File: config.mk
export PLATFORM = sky130hd
export DESIGN_NAME = barrido_display
export DESIGN_NICKNAME = d
export VERILOG_FILES = /design/src/rtl/pkg_display.sv /design/src/rtl/bin_a_bcd.sv /design/src/rtl/barrido_display.sv
export SDC_FILE = /design/constraint.sdc
export NUM_CORES = 1
export LEC_CHECK = 0
export ABC_AREA = 1
export BUFFER_PORTS_ARGS = -buffer_cell sky130_fd_sc_hd__buf_2
export CORE_MARGIN = 2
export CORE_UTILIZATION = 55
export DETAILED_ROUTE_END_ITERATION = 16
export GPL_TIMING_DRIVEN = 0
export PLACE_DENSITY = 0.82
export SLEW_MARGIN = 40
export SYNTH_ARGS = -nofsm -noshare
export SYNTH_HDL_FRONTEND = slang
export SYNTH_HIERARCHICAL = 1
export SYNTH_SLANG_ARGS = --single-unit
File: constraint.sdc
create_clock -name clk -period 2.2 [get_ports clk]
set_clock_uncertainty 0.15 [all_clocks]
set_input_delay 0 -clock clk [delete_from_list [all_inputs] [get_ports clk]]
set_output_delay 0 -clock clk [all_outputs]
set_load 0.01 [all_outputs]
File: src/rtl/pkg_display.sv
// Shared encodings and helpers for the multiplexed BCD display feeder.
// Used by the double-dabble converter and the scan/refresh top level.
package pkg_display;

   typedef enum logic [1:0] {
      IDLE      = 2'd0,
      CONV      = 2'd1,
      ACTUALIZA = 2'd2
   } estado_t;

   localparam logic [3:0]  CODIGO_BLANCO = 4'hF;
   localparam logic [13:0] VALOR_MAX     = 14'd9999;
   localparam logic [3:0]  ANODO_RESET   = 4'b1110;
   localparam int          ITERACIONES   = 14;
   localparam logic [3:0]  ULTIMA_ITER   = 4'(ITERACIONES - 1);

   // Digit i, or blank when it and every more-significant digit is zero.
   function automatic logic [3:0] digito_visible(
      input logic [15:0] d,
      input logic [1:0]  i
   );
      logic [15:0] alto;
      alto = d >> {i, 2'b00};
      if ((i != 2'd0) && (alto == 16'h0000))
         return CODIGO_BLANCO;
      return alto[3:0];
   endfunction

   function automatic logic [3:0] anodo_de(input logic [1:0] i);
      return ~(4'b0001 << i);
   endfunction

endpackage

File: src/rtl/bin_a_bcd.sv
// Sequential shift-add-3 converter: 14-bit binary to four BCD digits,
// one iteration per clock, result valid while listo is high.
module bin_a_bcd
   import pkg_display::*;
(
   input  logic        clk,
   input  logic        reset,
   input  logic        inicio,
   input  logic [13:0] binario,
   output logic [15:0] bcd,
   output logic        listo,
   output logic        ocupado
);

   estado_t     estado_q, estado_d;
   logic [13:0] bin_q, bin_d;
   logic [15:0] bcd_q, bcd_d;
   logic [3:0]  iter_q, iter_d;
   logic [15:0] ajustado;

   always_ff @(posedge clk or posedge reset) begin
      if (reset) begin
         estado_q <= IDLE;
         bin_q    <= '0;
         bcd_q    <= '0;
         iter_q   <= '0;
      end else begin
         estado_q <= estado_d;
         bin_q    <= bin_d;
         bcd_q    <= bcd_d;
         iter_q   <= iter_d;
      end
   end

   always_comb begin
      estado_d = estado_q;
      bin_d    = bin_q;
      bcd_d    = bcd_q;
      iter_d   = iter_q;
      ajustado = bcd_q;
      for (int k = 0; k < 4; k++) begin
         if (bcd_q[4*k +: 4] >= 4'd5)
            ajustado[4*k +: 4] = bcd_q[4*k +: 4] + 4'd3;
      end
      unique case (estado_q)
         IDLE: begin
            if (inicio) begin
               bin_d    = binario;
               bcd_d    = '0;
               iter_d   = '0;
               estado_d = CONV;
            end
         end
         CONV: begin
            {bcd_d, bin_d} = {ajustado, bin_q} << 1;
            iter_d         = iter_q + 4'd1;
            if (iter_q == ULTIMA_ITER)
               estado_d = ACTUALIZA;
         end
         ACTUALIZA: begin
            estado_d = IDLE;
         end
         default: begin
            estado_d = IDLE;
         end
      endcase
   end

   assign bcd     = bcd_q;
   assign listo   = (estado_q == ACTUALIZA);
   assign ocupado = (estado_q != IDLE);

endmodule

File: src/rtl/barrido_display.sv
// Saturates and converts a binary value, then scans the four BCD digits
// onto a shared digit bus with active-low anodes and leading-zero blanking.
module barrido_display
   import pkg_display::*;
#(
   parameter int DIV_REFRESCO = 50000,
   parameter int ANCHO        = 14
) (
   input  logic             clk,
   input  logic             reset,
   input  logic [ANCHO-1:0] valor,
   input  logic             cargar,
   output logic             ocupado,
   output logic [3:0]       numeroen,
   output logic [3:0]       anodo
);

   localparam int          CW      = $clog2(DIV_REFRESCO);
   localparam logic [CW-1:0] CNT_MAX = CW'(DIV_REFRESCO - 1);

   logic [13:0]   saturado;
   logic [15:0]   bcd;
   logic          listo;

   logic [15:0]   digitos_q, digitos_d;
   logic [CW-1:0] cnt_q, cnt_d;
   logic [1:0]    idx_q, idx_d;
   logic [3:0]    numeroen_q, numeroen_d;
   logic [3:0]    anodo_q, anodo_d;

   always_comb begin
      saturado = valor[13:0];
      if (32'(valor) > 32'(VALOR_MAX))
         saturado = VALOR_MAX;
   end

   bin_a_bcd u_conv (
      .clk     (clk),
      .reset   (reset),
      .inicio  (cargar),
      .binario (saturado),
      .bcd     (bcd),
      .listo   (listo),
      .ocupado (ocupado)
   );

   always_ff @(posedge clk or posedge reset) begin
      if (reset) begin
         digitos_q  <= 16'h0000;
         cnt_q      <= '0;
         idx_q      <= 2'd0;
         numeroen_q <= 4'h0;
         anodo_q    <= ANODO_RESET;
      end else begin
         digitos_q  <= digitos_d;
         cnt_q      <= cnt_d;
         idx_q      <= idx_d;
         numeroen_q <= numeroen_d;
         anodo_q    <= anodo_d;
      end
   end

   // A wrap coinciding with listo still shows the old digits.
   always_comb begin
      digitos_d  = digitos_q;
      cnt_d      = cnt_q + 1'b1;
      idx_d      = idx_q;
      numeroen_d = numeroen_q;
      anodo_d    = anodo_q;
      if (listo)
         digitos_d = bcd;
      if (cnt_q == CNT_MAX) begin
         cnt_d      = '0;
         idx_d      = idx_q + 2'd1;
         numeroen_d = digito_visible(digitos_q, idx_d);
         anodo_d    = anodo_de(idx_d);
      end
   end

   assign numeroen = numeroen_q;
   assign anodo    = anodo_q;

endmodule

After elaboration in Yosys (flattened, before gate mapping). Cells that the tools add are included.

Flip-flop bits (word level): 78. Input port bits: 17. Output and inout port bits: 9. Word-level logic and storage cells: 57.

$add $sub $neg: 7. Magnitude comparators: 5. Equal/unequal tests: 6. Shift operators: 2. Mux-type cells: 19. Bitwise gates (word level): 1. Reductions and logical operators: 8.

Operator list (count): 16-bit 2-to-1 mux (2); 16-bit one-hot mux with 2 select lines (1); 14-bit 2-to-1 mux (2); 14-bit one-hot mux with 2 select lines (1); 4-bit 2-to-1 mux (6); 16-bit by 1-bit adder with 16-bit output, second input constant (1); 16-bit == test, second input constant (1); 4-bit by 3-bit >= comparator with 1-bit output, second input constant (4); 16-bit zero test (1); 16-bit by 4-bit >> shifter with 16-bit output (1); 14-bit greater-than comparator, second input constant (1); 4-bit by 2-bit adder with 4-bit output, second input constant (3); 4-bit one-hot mux with 2 select lines (1); 2-bit nonzero test (3); 4-bit by 1-bit adder with 4-bit output, second input constant (1); 4-bit == test, second input constant (1); 2-bit 2-to-1 mux (2); 4-bit NOT (1); 2-bit one-hot mux with 2 select lines (1); 2-bit AND reduction (2); 1-bit by 2-bit left shift with 4-bit output, first input constant (1); 3-bit by 2-bit adder with 3-bit output, second input constant (1); 3-bit 2-to-1 mux (1); 2-bit by 1-bit adder with 2-bit output, second input constant (1); 7 further kinds (8).

Depth between registers and ports, before layout. Gate-level depths: netlist of the first run.

Word-level depth: 7. Depth in mapped cells: 10. Mapped depth without buffers: 9.

Modules after synthesis. The synthesis of the first run kept the hierarchy.

Modules (own cells, without submodules): barrido_display (times used 1, cells each 280, area an instance 2247.2 µm², seq. area each 1054.8 µm²); bin_a_bcd (times used 1, cells each 244, area an instance 1929.4 µm², seq. area each 900.9 µm²).

Least setup slack after synthesis of the first run. Ideal clock, no wire load.

Path kind: register to register. Start point: register idx_q[0]. End point: register numeroen_q[2] (netlist: numeroen[2]). Library setup time: 0.077 ns. Data arrival time: 1.328 ns. Required time: 1.973 ns. Setup slack: 0.645 ns. Stages on the path, launching flop included: 8. Path buffers: 0. Clock period less this slack: 1.555 ns. Cells stage by stage: dfrtp_1 -> inv_2 -> ha_1 -> nand2_1 -> o21ai_1 -> nor2_2 -> nand2_2 -> a21oi_1.

Longest elaborated chain between the ends: 7. Elaborated cells on any way between the ends: 8. Those cells by class: 1 x add/sub; 1 x shift; 3 x mux; 3 x reduce/logical.

Ends and longest elaborated chain: start: declaration (line barrido_display.sv:27) `logic [1:0] idx_q, idx_d;`; start signal: assignment (line barrido_display.sv:57) `idx_q <= idx_d;`; 2-bit by 1-bit adder with 2-bit output (*) (line barrido_display.sv:74) `idx_d = idx_q + 2'd1;`; 16-bit by 4-bit >> shifter with 16-bit output (line pkg_display.sv:23) `alto = d >> {i, 2'b00};`; 16-bit zero test (line pkg_display.sv:24) `if ((i != 2'd0) && (alto == 16'h0000))`; 1-bit logical AND (line pkg_display.sv:24); 1-bit 2-to-1 mux (line pkg_display.sv:24); 1-bit 2-to-1 mux (line barrido_display.sv:72) `if (cnt_q == CNT_MAX) begin`; 4-bit 2-to-1 mux (*) (line pkg_display.sv:26) `return alto[3:0];`; end signal: assignment (line barrido_display.sv:58) `numeroen_q <= numeroen_d;`; end: declaration (line barrido_display.sv:28) `logic [3:0] numeroen_q, numeroen_d;`.

Every way passes the cells marked *; elsewhere a longest branch is shown, timed or not. The select of a mux whose other input is x is not followed. A chain may end at the register's enable or synchronous reset.

Worst setup path in the final report of the first run.
Start point: input valor[4]. End point: register u_conv.bin_q[0].

Longest elaborated chain between the ends: 4.

Ends and longest elaborated chain: start: declaration (line barrido_display.sv:11) `input logic [ANCHO-1:0] valor,`; 14-bit greater-than comparator (line barrido_display.sv:33) `if (32'(valor) > 32'(VALOR_MAX))`; 14-bit 2-to-1 mux (line barrido_display.sv:33); via saturado[0] (line barrido_display.sv:21) `logic [13:0] saturado;`; 14-bit 2-to-1 mux (line bin_a_bcd.sv:47) `if (inicio) begin`; 14-bit one-hot mux with 2 select lines (line bin_a_bcd.sv:45) `unique case (estado_q)`; end signal: assignment (line bin_a_bcd.sv:29) `bin_q <= bin_d;`; end: declaration (line bin_a_bcd.sv:16) `logic [13:0] bin_q, bin_d;`.

The timed path passes the listed nets, and every way through them passes these cells. The select of a mux whose other input is x is not followed.

==> impl_metrics.py, run 1 <==
metrics = {
    "status": {
        "status": "finished clean",
    },
    "sta": {
        "finalSetupViolations": 0,
        "max_slew_margin_pct": 58.5,
        "min_period_ps": 2010,
        "rsz0062_at_grt": "false",
        "min_period_over_period_pct": 91.3,
        "hold_viol_final": 0,
        "final.setup.worst_slack_ps": 191,
        "fmax_ghz": 0.498,
        "setup_tns_ps": 0,
        "tightestPinTransition_ps": 622,
        "report.final.slew_viol_count": 0,
    },
    "global_routing": {
        "grt_pass1_vias": 3492,
        "grt_overflow": 0,
        "grt_max_degree": 43,
        "antenna_found_initial": 0,
        "grtUsageTotal_pct": 22.5,
        "grt_pass1_wl_um": 15100,
    },
    "layout": {
        "fill_cells": 624,
        "drive_above_1_share_pct": 16.3,
        "finalNetCount": 611,
        "finish.utilization_pct": 66.7,
        "n_antenna_cell": 0,
        "area_growth_syn_to_layout_pct": 16.4,
    },
    "power_and_ir_drop": {
        "p_per_area_mw_per_mm2": 1100,
        "p_int_uw": 3360,
        "clockPowerShare_pct": 23.4,
        "p_comb_share_pct": 34.8,
        "vdd_ir_drop_max_mv": 0.728,
        "p_leak_uw": 0.00251,
        "switching_share_pct": 37.2,
        "power_frac_seq_pct": 41.8,
        "switching_power_uw": 1990,
    },
    "floorplanning": {
        "start_util_pct": 57.3,
        "core.rowCount": 31,
        "dieWidth_um": 91.1,
        "io-pin-count": 26,
        "coreArea_mm2": 0.00729,
        "die_h_um": 91.1,
        "dieArea_mm2": 0.00831,
    },
    "critical_path": {
        "crit_path_start": "valor[4]",
        "worst-path-max-fanout": 3,
        "r2r_start": "idx_q[0]",
        "arrival_ps": 2100,
        "critPathRequiredTime_ps": 2290,
        "endpoint_kind": "register",
        "crit_type": "in -> reg",
        "start_kind": "input pin",
    },
    "clock_network": {
        "cts_buffer_depth": 2,
        "clkTransAtPathRegs_ps": 80,
        "cts_buffers": 9,
        "post_cts_buffers": 0,
        "cts-root-buf": "clkbuf_8",
        "h-tree-depth": 3,
        "clock_latency_ps": 360,
        "cts_tree": "done",
        "cts_sinks": 78,
    },
    "synth": {
        "seq_area_frac_synth_pct": 46.8,
        "synth_nets": 556,
        "synth_area_mm2": 0.00418,
        "syn_inst": 524,
        "synth-seq-cells": 78,
        "ys_warn_count": 6,
        "syn_avg_cell_area_um2": 7.97,
        "synth_cell_types": 32,
    },
    "detailed_routing": {
        "wl_per_cell_um": 12.3,
        "drt_wl_total_um": 8370,
        "drc": 0,
        "drtIter0Drc": 177,
        "route.vias.total": 3499,
        "dr.pass1.iters": 4,
        "antenna_left": 0,
        "routed_via_density": 5.12,
    },
    "placement": {
        "dp_hpwl_um": 5910,
        "finalWeightedCongestion": 0.816,
        "post-place-ws_ps": 405,
        "io_buffer_count": 25,
    },
    "min_path": {
        "hp-class": "in -> async",
    },
    "job": {
        "drv_cap": 0,
    },
}
[cells by family (layout without fill, tap and decap cells)]
kind of cell	count (synthesis)	in the layout	synth area share, %
muxes	12	12	3.24
adders and majority gates	15	15	4.49
buffers and inverters	76	136	8.06
AOI/OAI and AO/OA	43	43	5.75
and+or+nand+nor	295	295	30.6
xor gates and xnor gates	5	5	1.05
DFF	78	78	46.8
[path summary, 6_finish.rpt]
check | end | slack, ps | depth (start not counted)
max | u_conv/bin_q[0] | 190 | 12
min | cnt_q[15] | 90 | 3
max reg2reg | numeroen[0] | 360 | 7
min reg2reg | anodo[1] | 330 | 2
max in group asynchronous | u_conv/bcd[7] | 1380 | 3
min in group clk | u_conv/estado_q[0] | 320 | 4
[routing by layer]
layer  share of wire (%)  vias up  GRT usage [%]
met2                  52       76           40.7
met4                0.78        0           7.45
met5                   0        -              0
met3                 4.0        9           4.98
li1                    -     1770              -
met1                  44     1644           26.3
[synthesized netlist by cell type]
master | count | area, µm²
nor2_1 | 50 | 188
buf_6 | 5 | 56.3
o22ai_1 | 4 | 25.0
nor3_2 | 1 | 10.0
dfrtp_1 | 75 | 1880
nand2_4 | 2 | 22.5
nor2_2 | 2 | 12.5
xor2_1 | 5 | 43.8
nand2_1 | 167 | 627
buf_4 | 1 | 7.51
nor3_1 | 3 | 15.0
nand2_8 | 1 | 20.0
a31oi_1 | 1 | 6.26
nand4_1 | 13 | 81.3
clkinv_1 | 1 | 3.75
ha_1 | 15 | 188
inv_2 | 4 | 15.0
a21oi_1 | 12 | 60.1
buf_2 | 4 | 20.0
o21ai_2 | 5 | 43.8
nor2_4 | 1 | 11.3
nand3_1 | 44 | 220
dfstp_2 | 3 | 78.8
clkbuf_1 | 2 | 7.51
or2_2 | 6 | 37.5
nor3b_1 | 1 | 7.51
inv_6 | 1 | 8.76
nand2_2 | 4 | 25.0
inv_1 | 58 | 218
o21ai_1 | 3 | 15.0
mux2_2 | 12 | 135
o21ai_0 | 18 | 90.1
[metrics by stage]
stage          instances  hold slack [ps]  area [µm²]  power (µW)
3_5_place_dp         648            -64.2        4430        4080
2_1_floorplan        524             11.2        4180        3630
5_1_grt              683              138        4860        5800
6_report             683             87.5        4860        5350
4_1_cts              683             89.0        4860        5380
3_3_place_gp         648              144        4430        3960
[power groups by stage]
stage	sequential, µW	clock (µW)	combinational [µW]
after CTS	2230	1290	1860
after detailed placement	2260	0	1820
after floorplan	2150	0	1480
after global placement	2230	0	1720
after global routing	2310	1340	2150
final	2240	1250	1860
[registers in the layout, summed over array words and instances (netlist names)]
name and count:
u_conv/bcd 16, idx_q 2, u_conv/estado_q 2, cnt_q 16, anodo 4, u_conv/bin_q 14
numeroen 4, digitos_q 16, u_conv/iter_q 4
[layout make-up]
class | instances | area [µm²] | area share (%)
tap | 99 | 124 | 2.55
inverter | 64 | 249 | 5.12
buffer | 12 | 91.3 | 1.88
timing repair buffer | 44 | 315 | 6.49
multi-input combinational | 370 | 1880 | 38.8
sequential | 78 | 1960 | 40.2
clock inverter | 4 | 76.3 | 1.57
clock buffer | 12 | 165 | 3.40
[placed cells by master (no fill, tap or decap), drive strengths merged]
master       count
nand2          174
inv             63
or2              6
dfrtp           75
dfstp            3
clkinv           2
a21oi           12
bufinv           2
buf             35
ha              15
o22ai            4
nand3           44
clkbuf          14
xor2             5
o21ai           26
mux2            12
nand4           13
nor2            53
clkinvlp         1
nor3b            1
a31oi            1
dlygate4sd3     19
nor3             4
[what timing repair did]
action | CTS | global route
hold endpoints to repair | 103 | 0
resized for setup | 0 | 0
hold buffers | 19 | 0
[critical path: stages]
cell           delay (ps)
dlygate4sd3_1         530
buf_2                 120
inv_1                  70
nand4_1               100
nand2_1                70
nand3_1                70
nand2_1               100
inv_1                  80
or2_2                 280
dlygate4sd3_1         560
nand2_1                70
nand2_1                60
Power figures use the tool's default switching activity.
==> inputs of run 2 (changes only) <==
- CORE_UTILIZATION: 55 -> 45
- PLACE_DENSITY: 0.82 -> 0.71
==> run 2 against run 1 <==
Net effect:
- core utilization decreased by 13 points
- register-to-register slack improved by 40 ps
- non-clock buffer count unchanged
- clock power about the same
- worst hold slack got worse by 2.2 ps
- largest cell class unchanged
- largest power group unchanged
==> impl_metrics.py, run 2 (synthesis results as in run 1) <==
metrics = {
    "floorplanning": {
        "core.rowCount": 35,
        "dieArea_mm2": 0.0101,
        "io-pin-count": 26,
        "coreArea_mm2": 0.00911,
        "start_util_pct": 45.9,
        "die_h_um": 100,
        "dieWidth_um": 100,
    },
    "global_routing": {
        "grtUsageTotal_pct": 18.3,
        "grt_pass1_wl_um": 14900,
        "grt_max_degree": 43,
        "antenna_found_initial": 0,
        "grt_overflow": 0,
        "grt_pass1_vias": 3422,
    },
    "clock_network": {
        "cts_buffers": 9,
        "clock_latency_ps": 350,
        "post_cts_resized": 0,
        "clkTransAtPathRegs_ps": 90,
        "cts_tree": "done",
        "cts-root-buf": "clkbuf_8",
        "cts_sinks": 78,
        "h-tree-depth": 3,
        "cts_buffer_depth": 2,
    },
    "critical_path": {
        "endpoint_kind": "register",
        "arrival_ps": 2080,
        "critPathRequiredTime_ps": 2290,
        "crit_type": "in -> reg",
        "worst-path-max-fanout": 3,
        "start_kind": "input pin",
    },
    "power_and_ir_drop": {
        "switching_share_pct": 38.4,
        "switching_power_uw": 2060,
        "power_frac_seq_pct": 41.8,
        "p_leak_uw": 0.00250,
        "clockPowerShare_pct": 23.2,
        "p_comb_share_pct": 35.0,
        "power_uw": 5360,
        "p_per_area_mw_per_mm2": 1100,
        "vdd_ir_drop_max_mv": 0.518,
        "p_int_uw": 3300,
    },
    "placement": {
        "io_buffer_count": 25,
        "finalWeightedCongestion": 0.892,
        "dp_hpwl_um": 5690,
        "placed_area_mm2": 0.00444,
    },
    "detailed_routing": {
        "met2WireLength_um": 4230,
        "routed_via_density": 4.98,
        "antenna_left": 0,
        "wl_per_cell_um": 12.2,
        "drt_wl_total_um": 8500,
        "drc": 0,
        "wl_met3_um": 261,
        "wl_met1_um": 3920,
        "dr.pass1.iters": 5,
        "top_layer": "met4",
        "route.vias.total": 3464,
        "drtIter0Drc": 127,
    },
    "layout": {
        "layout_commonest_cell": "nand2_1",
        "fill_cells": 847,
        "final_cell_mix": "nand2_1, dfrtp_1, inv_1",
        "fin_area_mm2": 0.00486,
        "finalNetCount": 611,
        "area_growth_syn_to_layout_pct": 16.5,
        "drive_above_1_share_pct": 16.3,
        "n_antenna_cell": 0,
    },
    "sta": {
        "tightestPinTransition_ps": 633,
        "setup_tns_ps": 0,
        "finalSetupViolations": 0,
        "min_period_ps": 1990,
        "rsz0062_at_grt": "false",
        "report.final.slew_viol_count": 0,
        "max_slew_margin_pct": 57.8,
        "min_period_over_period_pct": 90.3,
        "fmax_ghz": 0.503,
        "hold_viol_final": 0,
    },
    "status": {
        "status": "finished clean",
    },
    "job": {
        "drv_cap": 0,
    },
    "min_path": {
        "hp-class": "in -> async",
    },
}
==> run 2: final timing paths <==
check | startpoint | endpoint | slack [ps] | cells past startpoint
min in group clk | cnt_q[0] | cnt_q[0] | 320 | 1
min reg2reg | cnt_q[0] | cnt_q[0] | 320 | 1
max | valor[5] | u_conv/bin_q[1] | 210 | 12
min | reset | cnt_q[14] | 90 | 3
max reg2reg | idx_q[0] | numeroen[0] | 400 | 7
max in group asynchronous | reset | u_conv/bcd[12] | 1370 | 3
==> run 2: area by class of cell <==
| cell class | instances | area, µm² | share of cell area (%) |
|---|---|---|---|
| plain buffers | 12 | 91.3 | 1.88 |
| repair buffers | 44 | 315 | 6.48 |
| flip-flops and latches | 78 | 1960 | 40.2 |
| clock inverters | 6 | 92.6 | 1.90 |
| clock buffers | 10 | 138 | 2.83 |
| well taps | 111 | 139 | 2.85 |
| multi-input cells | 370 | 1880 | 38.7 |
| inverters | 64 | 249 | 5.12 |
==> run 2: stage by stage <==
step | hold WS, ps | setup WS (ps) | std cells | utilization (%)
6_report | 85.4 | 214 | 695 | 53.4
5_1_grt | 141 | 139 | 695 | 53.4
4_1_cts | 106 | 272 | 695 | 53.4
3_5_place_dp | -59.3 | 425 | 660 | 48.8
3_3_place_gp | 138 | 459 | 660 | 48.8
2_1_floorplan | 11.2 | 645 | 524 | -
==> run 2: power by group through the flow <==
stage | registers, µW | clock network, µW | logic (µW)
5_1_grt | 2310 | 1320 | 2150
2_1_floorplan | 2150 | 0 | 1480
3_3_place_gp | 2240 | 0 | 1750
3_5_place_dp | 2260 | 0 | 1840
6_report | 2240 | 1240 | 1880
4_1_cts | 2240 | 1260 | 1880
==> run 2: timing repair <==
action | in CTS | in global routing
hold buffers | 19 | 0
buffers inserted | 0 | 0
endpoints found under the hold margin | 103 | 0
==> run 2: per-layer routing <==
layer  vias up  GRT usage (%)
li1       1777              -
met1      1613           22.4
met2        67           32.1
met3         7           3.06
met4         0           7.27
met5         -              0
==> run 2: critical path, cell delays in order <==
cell and delay, ps:
dlygate4sd3_1 550, buf_2 130, inv_1 60, nand4_1 90
nand2_1 60, nand3_1 60, nand2_1 100, inv_1 60
or2_2 270, dlygate4sd3_1 560, nand2_1 70, nand3_1 70
